File: config.mk
export PLATFORM = sky130hd
export DESIGN_NAME = mod_updown_counter
export DESIGN_NICKNAME = d
export VERILOG_FILES = /design/src/rtl/counter_pkg.sv /design/src/rtl/mod_updown_counter.sv
export SDC_FILE = /design/constraint.sdc
export NUM_CORES = 1
export LEC_CHECK = 0
export ABC_AREA = 1
export BUFFER_PORTS_ARGS = -buffer_cell sky130_fd_sc_hd__buf_2
export CAP_MARGIN = 20
export CELL_PAD_IN_SITES_DETAIL_PLACEMENT = 1
export CELL_PAD_IN_SITES_GLOBAL_PLACEMENT = 2
export CORE_MARGIN = 1.5
export CORE_UTILIZATION = 28
export CTS_BUF_LIST = sky130_fd_sc_hd__clkbuf_8
export DETAILED_ROUTE_END_ITERATION = 10
export PLACE_DENSITY_LB_ADDON = 0.12
export REMOVE_ABC_BUFFERS = 1
export SYNTH_ARGS = -nofsm -noshare
export SYNTH_HDL_FRONTEND = slang
export SYNTH_SLANG_ARGS = --single-unit
File: constraint.sdc
create_clock -name clk -period 4.3 [get_ports clk]
set_clock_uncertainty 0.2 [all_clocks]
set_input_delay 0.86 -clock clk [delete_from_list [all_inputs] [get_ports clk]]
set_output_delay 0.86 -clock clk [all_outputs]
set_load 0.03 [all_outputs]
File: src/rtl/counter_pkg.sv
// Shared definitions for the modulus counter family.
// Latency: n/a (constants and an elaboration-time helper only).
// Backpressure: n/a.
//
// WRAP / SATURATE are the legal values of a counter's SATURATE parameter.
// clog2 lets users size WIDTH from MOD (WIDTH = clog2(MOD) is the tightest fit).
package counter_pkg;

  localparam int WRAP     = 0;
  localparam int SATURATE = 1;

  // Ceiling log2; clog2(1) = 0, clog2(10) = 4, clog2(16) = 4, clog2(2**32) = 32.
  function automatic int clog2(input longint unsigned value);
    longint unsigned pow;
    int              bits;
    pow  = 64'd1;
    bits = 0;
    while (pow < value) begin
      pow  = pow << 1;
      bits = bits + 1;
    end
    return bits;
  endfunction

endpackage

File: src/rtl/mod_updown_counter.sv
// Modulo-MOD up/down counter with clamped parallel load, wrap/saturate limits.
// Latency: load/count effects on count and ovf one clk edge after sampling; tc is combinational.
// Backpressure: none; en is the only stall, cascade by driving the next stage's en from tc.
//
// Ports:
//   clk, rst          clock, synchronous active-high reset
//   load, data_in     parallel load (values above MOD-1 clamp to MOD-1)
//   en, up            count enable and direction (1 = increment)
//   count             registered count, always in 0..MOD-1
//   tc                terminal count: en & (up ? count==MOD-1 : count==0)
//   ovf               registered one-cycle pulse per limit event
module mod_updown_counter #(
  parameter int     WIDTH    = 4,
  parameter longint MOD      = 16,
  parameter int     SATURATE = 0
) (
  input  logic             clk,
  input  logic             rst,
  input  logic             load,
  input  logic [WIDTH-1:0] data_in,
  input  logic             en,
  input  logic             up,
  output logic [WIDTH-1:0] count,
  output logic             tc,
  output logic             ovf
);

  // Bad parameterisations are rejected at elaboration rather than producing
  // a counter whose range does not fit its register.
  if (WIDTH < 1 || WIDTH > 32) begin : g_bad_width
    $error("mod_updown_counter: WIDTH must be in 1..32");
  end
  if (MOD < 2 || counter_pkg::clog2(64'(MOD)) > WIDTH) begin : g_bad_mod
    $error("mod_updown_counter: MOD must be in 2..2**WIDTH");
  end
  if (SATURATE != counter_pkg::WRAP && SATURATE != counter_pkg::SATURATE) begin : g_bad_sat
    $error("mod_updown_counter: SATURATE must be WRAP or SATURATE");
  end

  localparam bit             SAT_MODE = (SATURATE == counter_pkg::SATURATE);
  localparam logic [WIDTH:0] MAX_V    = (WIDTH+1)'(MOD - 1);
  localparam logic [WIDTH:0] ONE_V    = (WIDTH+1)'(1);

  logic [WIDTH-1:0] count_q, count_d;
  logic             ovf_q, ovf_d;

  logic [WIDTH:0] cnt_ext, din_ext, inc_w, dec_w;
  logic           at_max, at_zero;

  // Extra bit: the incremented value can reach MOD (= 2**WIDTH at full range),
  // and the decrement borrow out of zero lands in the top bit.
  assign cnt_ext = {1'b0, count_q};
  assign din_ext = {1'b0, data_in};
  assign inc_w   = cnt_ext + ONE_V;
  assign dec_w   = cnt_ext - ONE_V;
  assign at_max  = (inc_w > MAX_V);
  assign at_zero = dec_w[WIDTH];

  always_comb begin
    count_d = count_q;
    ovf_d   = 1'b0;
    if (load) begin
      count_d = (din_ext > MAX_V) ? MAX_V[WIDTH-1:0] : data_in;
    end else if (en) begin
      if (up) begin
        if (!at_max) begin
          count_d = inc_w[WIDTH-1:0];
        end else begin
          ovf_d = 1'b1;
          if (!SAT_MODE) count_d = '0;
        end
      end else begin
        if (!at_zero) begin
          count_d = dec_w[WIDTH-1:0];
        end else begin
          ovf_d = 1'b1;
          if (!SAT_MODE) count_d = MAX_V[WIDTH-1:0];
        end
      end
    end
  end

  always_ff @(posedge clk) begin
    if (rst) begin
      count_q <= '0;
      ovf_q   <= 1'b0;
    end else begin
      count_q <= count_d;
      ovf_q   <= ovf_d;
    end
  end

  assign count = count_q;
  assign ovf   = ovf_q;
  // Not qualified by load: a cascaded stage must gate with its own load.
  assign tc    = en & (up ? at_max : at_zero);

endmodule

Word-level counts from Yosys, hierarchy flattened
Index checks and enable logic that the tools add are counted.
{"block": "word_totals", "in_bits": 9, "ramBits": 0, "romBits": 0, "n_memories": 0, "output_inout_bits": 6, "reg_bits": 5, "latch_bits": 0, "elab_cells": 20}
{"block": "classes", "multipliers": 0, "add_sub_neg": 2, "n_reduce_logical": 2, "n_bitwise": 2, "magnitude_cmp": 2, "n_eq_ne": 0, "shifts": 0, "muxes": 10, "div": 0}
{"op": "$mux W4", "n": 6}
{"op": "$add A4 B1 Y5 const B", "n": 1}
{"op": "$gt A5 B4 Y1 const B", "n": 1}
{"op": "$sub A4 B1 Y5 const B", "n": 1}
{"op": "$gt A4 B4 Y1 const B", "n": 1}
{"op": "$mux W1", "n": 4}
{"op": "$reduce_or A3 Y1", "n": 1}
{"op": "$reduce_bool A2 Y1", "n": 1}
{"op": "$and A1 B1 Y1", "n": 1}
{"op": "$not A1 Y1", "n": 1}

Depth between registers and ports, before layout
{"block": "logic_depth", "ltp_word": 6, "mapped_depth": 11, "mapped_depth_nobuf": 11}

Worst setup path before layout
Ideal clock, no wire load.
{"block": "synth_timing", "path_kind": "register -> output", "from": "register count_q[0], in the netlist count[0]", "to": "output port tc", "path_buffers": 0, "t_arrival_ns": 1.735, "required_ns": 3.240, "stages_incl_launch_ff": 11, "setup_slack_ns": 1.505, "cell_sequence": "dfxtp_1 -> inv_1 -> ha_1 -> nand2_1 -> nor2_4 -> nand2_2 -> nand2_2 -> nand2_2 -> nand2_2 -> nand2_2 -> inv_1"}
{"block": "synth_between", "elab_chain_cells": 4, "word_cells_on_any_way": 5, "cone_classes": "2 x add/sub; 1 x order compare; 1 x mux; 1 x bitwise"}
{"element": "from (decl)", "line": "mod_updown_counter.sv:44", "source": "logic [WIDTH-1:0] count_q, count_d;"}
{"element": "from (signal assigned)", "line": "mod_updown_counter.sv:88", "source": "count_q <= count_d;"}
{"element": "$add A4 B1 Y5", "line": "mod_updown_counter.sv:54", "source": "assign inc_w = cnt_ext + ONE_V;"}
{"element": "$gt A5 B4 Y1", "line": "mod_updown_counter.sv:56", "source": "assign at_max = (inc_w > MAX_V);"}
{"element": "$mux W1 *", "line": "mod_updown_counter.sv:96", "source": "assign tc = en & (up ? at_max : at_zero);"}
{"element": "$and A1 B1 Y1 *", "line": "mod_updown_counter.sv:96"}
{"element": "to (decl)", "line": "mod_updown_counter.sv:24", "source": "output logic tc,"}
Every way passes the cells marked *; elsewhere a longest branch is shown, timed or not.

Worst setup path after layout
Ends and elaborated chain as after synthesis.

==> results.py <==
metrics = {
    "outcome": {
        "status": "completed",
    },
    "worst_setup_path": {
        "startpoint": "count[0]",
        "endpoint": "tc",
        "regToRegEndpoint": "count[1]",
        "r2r-start": "count[0]",
        "r2r_slack_ps": 2430,
        "worstSetupStartpointType": "flop",
        "cp.arrival_ps": 1960,
        "ff2ff_path_depth": 9,
        "cp_max_fo": 8,
        "endpoint_kind": "output port",
        "critPathKind": "flop to output port",
        "crit_required_ps": 3240,
    },
    "sta": {
        "tightest_slew_ps": 448,
        "finalHoldViolations": 0,
        "fin_ws_ps": 1280,
        "finalSetupTns_ps": 0,
        "drv_slew": 0,
        "finalCritPeriodShare": 0.702,
        "setup_viol": 0,
        "rsz0062_at_grt": "no",
        "max_freq_ghz": 0.331,
        "period_minus_slack_ps": 3020,
        "slew_headroom": 0.700,
    },
    "yosys": {
        "yosysTopAreaCell": "dfxtp_1",
        "ys_ff_latch": 5,
        "syn_inst": 79,
        "avgSynthCellArea_um2": 6.21,
        "yosys-top-cells-count": "nand2_1 (19), nor2_1 (12), inv_1 (10)",
        "synth_cell_types": 18,
        "synth-edff-count": 0,
        "ys_warn_count": 0,
        "synth_area_leaders": "dfxtp_1 (20%), nand2_1 (15%), nor2_1 (9.2%)",
        "ys.flop_type": "dfxtp_1",
        "yosys.cell_count.top_type": "nand2_1",
        "synth_top_area_frac": 0.204,
        "yosysSeqAreaShare": 0.204,
        "synth_area_um2": 490,
        "async_reset_ff_frac": 0,
    },
    "power": {
        "internal_power_w": 0.000133,
        "p_leak_nw": 0.321,
        "p_sw_w": 0.0000704,
        "switching_share": 0.346,
        "power.density_mw_per_mm2": 332,
        "seqPwrFrac": 0.286,
        "vdd_ir_drop_max_v": 0.000192,
        "total_power_w": 0.000204,
        "combPwrFrac": 0.295,
        "power_frac_clock": 0.418,
    },
    "die": {
        "dieWidth_um": 44.9,
        "start_util": 0.311,
        "core_region_area_mm2": 0.00158,
        "die_h_um": 44.9,
        "num_rows": 14,
        "die-area_mm2": 0.00201,
        "io_pins": 15,
    },
    "clocking": {
        "cts_resized": 0,
        "cts_max_level": 1,
        "cts_tree": "built",
        "clk_pin_slew_ps": 40,
        "clock_sinks": 5,
        "cts_made_buffers": 3,
        "cts_root_buf": "clkbuf_8",
        "clock_latency_ps": 220,
        "cts.path.max_buffers": 2,
        "holdBufCountCts": 0,
        "cts_setup_buffers": 0,
    },
    "finish": {
        "fin_nets": 109,
        "final_area_um2": 614,
        "area_growth_pct": 25.3,
        "n_antenna_cell": 0,
        "drive_gt1_frac": 0.281,
        "num-fill-cells": 220,
    },
    "global_routing": {
        "grt_max_degree": 10,
        "use_met3": 0.0480,
        "grt_pass1_wl_mm": 2.24,
        "first_global_vias": 529,
        "antenna_found_initial": 0,
        "met2_usage": 0.264,
        "grtUsageTotal": 0.152,
        "grt.overflow.total": 0,
        "met1_usage": 0.189,
        "grt-busiest-layer": "met2",
    },
    "route": {
        "vias_per_cell": 4.85,
        "drc": 0,
        "num_vias": 543,
        "firstDrtPassIters": 4,
        "drtAntennaViolNets": 0,
        "dr.first_iter.drc_count": 7,
        "wl_mm": 1.33,
        "wire_per_inst_um": 11.9,
    },
    "placed_design": {
        "dp_hpwl_mm": 1.07,
        "globalplace.congestion": 0.704,
        "place_worst_setup_slack_ps": 1520,
        "io_buffers": 14,
        "placed_cell_area_um2": 569,
    },
    "job": {
        "maxCapViolCount": 0,
    },
    "hold_path": {
        "hold_class": "flop to flop",
    },
}
[cell usage in the layout, fill, tap and decap left out, drive strengths merged, types with 2 or more instances in the layout]
master	instances
inv	12
a21oi	7
dfxtp	5
nand2	26
clkbuf	3
nor2	13
ha	3
nand3	6
buf	14
nand4	2
[registers in the layout, indices dropped and copies added (netlist names)]
| name | flops |
|---|---|
| count | 4 |
| ovf | 1 |
[worst min-delay path by stage]
stage / depth (start not counted) / slack (ps) / to / startpoint
CTS: 2 / 380 / count[3] / count[3]
finish: 2 / 370 / count[3] / count[3]
global placement: 2 / 360 / count[3] / count[3]
detailed placement: 2 / 370 / count[3] / count[3]
floorplan: 2 / 440 / count[3] / count[3]
global route: 2 / 420 / count[3] / count[3]
[power by group through the flow]
stage               sequential, W   clock, W  combinational [W]
floorplan               0.0000638          0          0.0000365
global placement        0.0000593          0          0.0000597
detailed placement      0.0000593          0          0.0000607
CTS                     0.0000586  0.0000860          0.0000612
global route            0.0000593  0.0000901          0.0000681
finish                  0.0000584  0.0000853          0.0000602
[cells by family (layout without fill, tap and decap cells)]
| family | Yosys count | in the layout | share of synthesized area |
|---|---|---|---|
| flops | 5 | 5 | 0.204 |
| simple gates | 49 | 49 | 0.492 |
| compound gates | 9 | 9 | 0.0969 |
| buf+inv | 12 | 29 | 0.112 |
| xor+xnor | 1 | 1 | 0.0179 |
| fa+ha+maj | 3 | 3 | 0.0765 |
[through the flow]
step | hold WS [ps] | instances | util
floorplan | 438 | 78 | -
finish | 372 | 112 | 0.390
global placement | 356 | 108 | 0.361
CTS | 380 | 112 | 0.390
detailed placement | 373 | 108 | 0.361
global route | 419 | 112 | 0.390
[cell type report]
class,count,area [um2],area share
clock buffers,3,41.3,0.0672
clock inverters,1,3.75,0.00611
inverters,11,43.8,0.0713
multi-input cells,62,335,0.546
flip-flops and latches,5,100,0.163
well taps,16,20.0,0.0326
repair buffers,14,70.1,0.114
[layer usage]
layer | routed length, um | share of wire
met1 | 617 | 0.46
met2 | 620 | 0.47
met3 | 96 | 0.072
met4 | 0 | 0
met5 | 0 | 0
[worst max-delay path: stages, from the launching register on]
cell,delay (ps)
dfxtp_1,480
inv_1,160
ha_1,340
nand2_1,90
nor2_4,120
nand2_2,80
nand2_2,60
nand2_2,60
nand2_2,60
nand2_2,60
inv_1,50
buf_2,180
No activity file was read; power rests on OpenSTA's default activity.
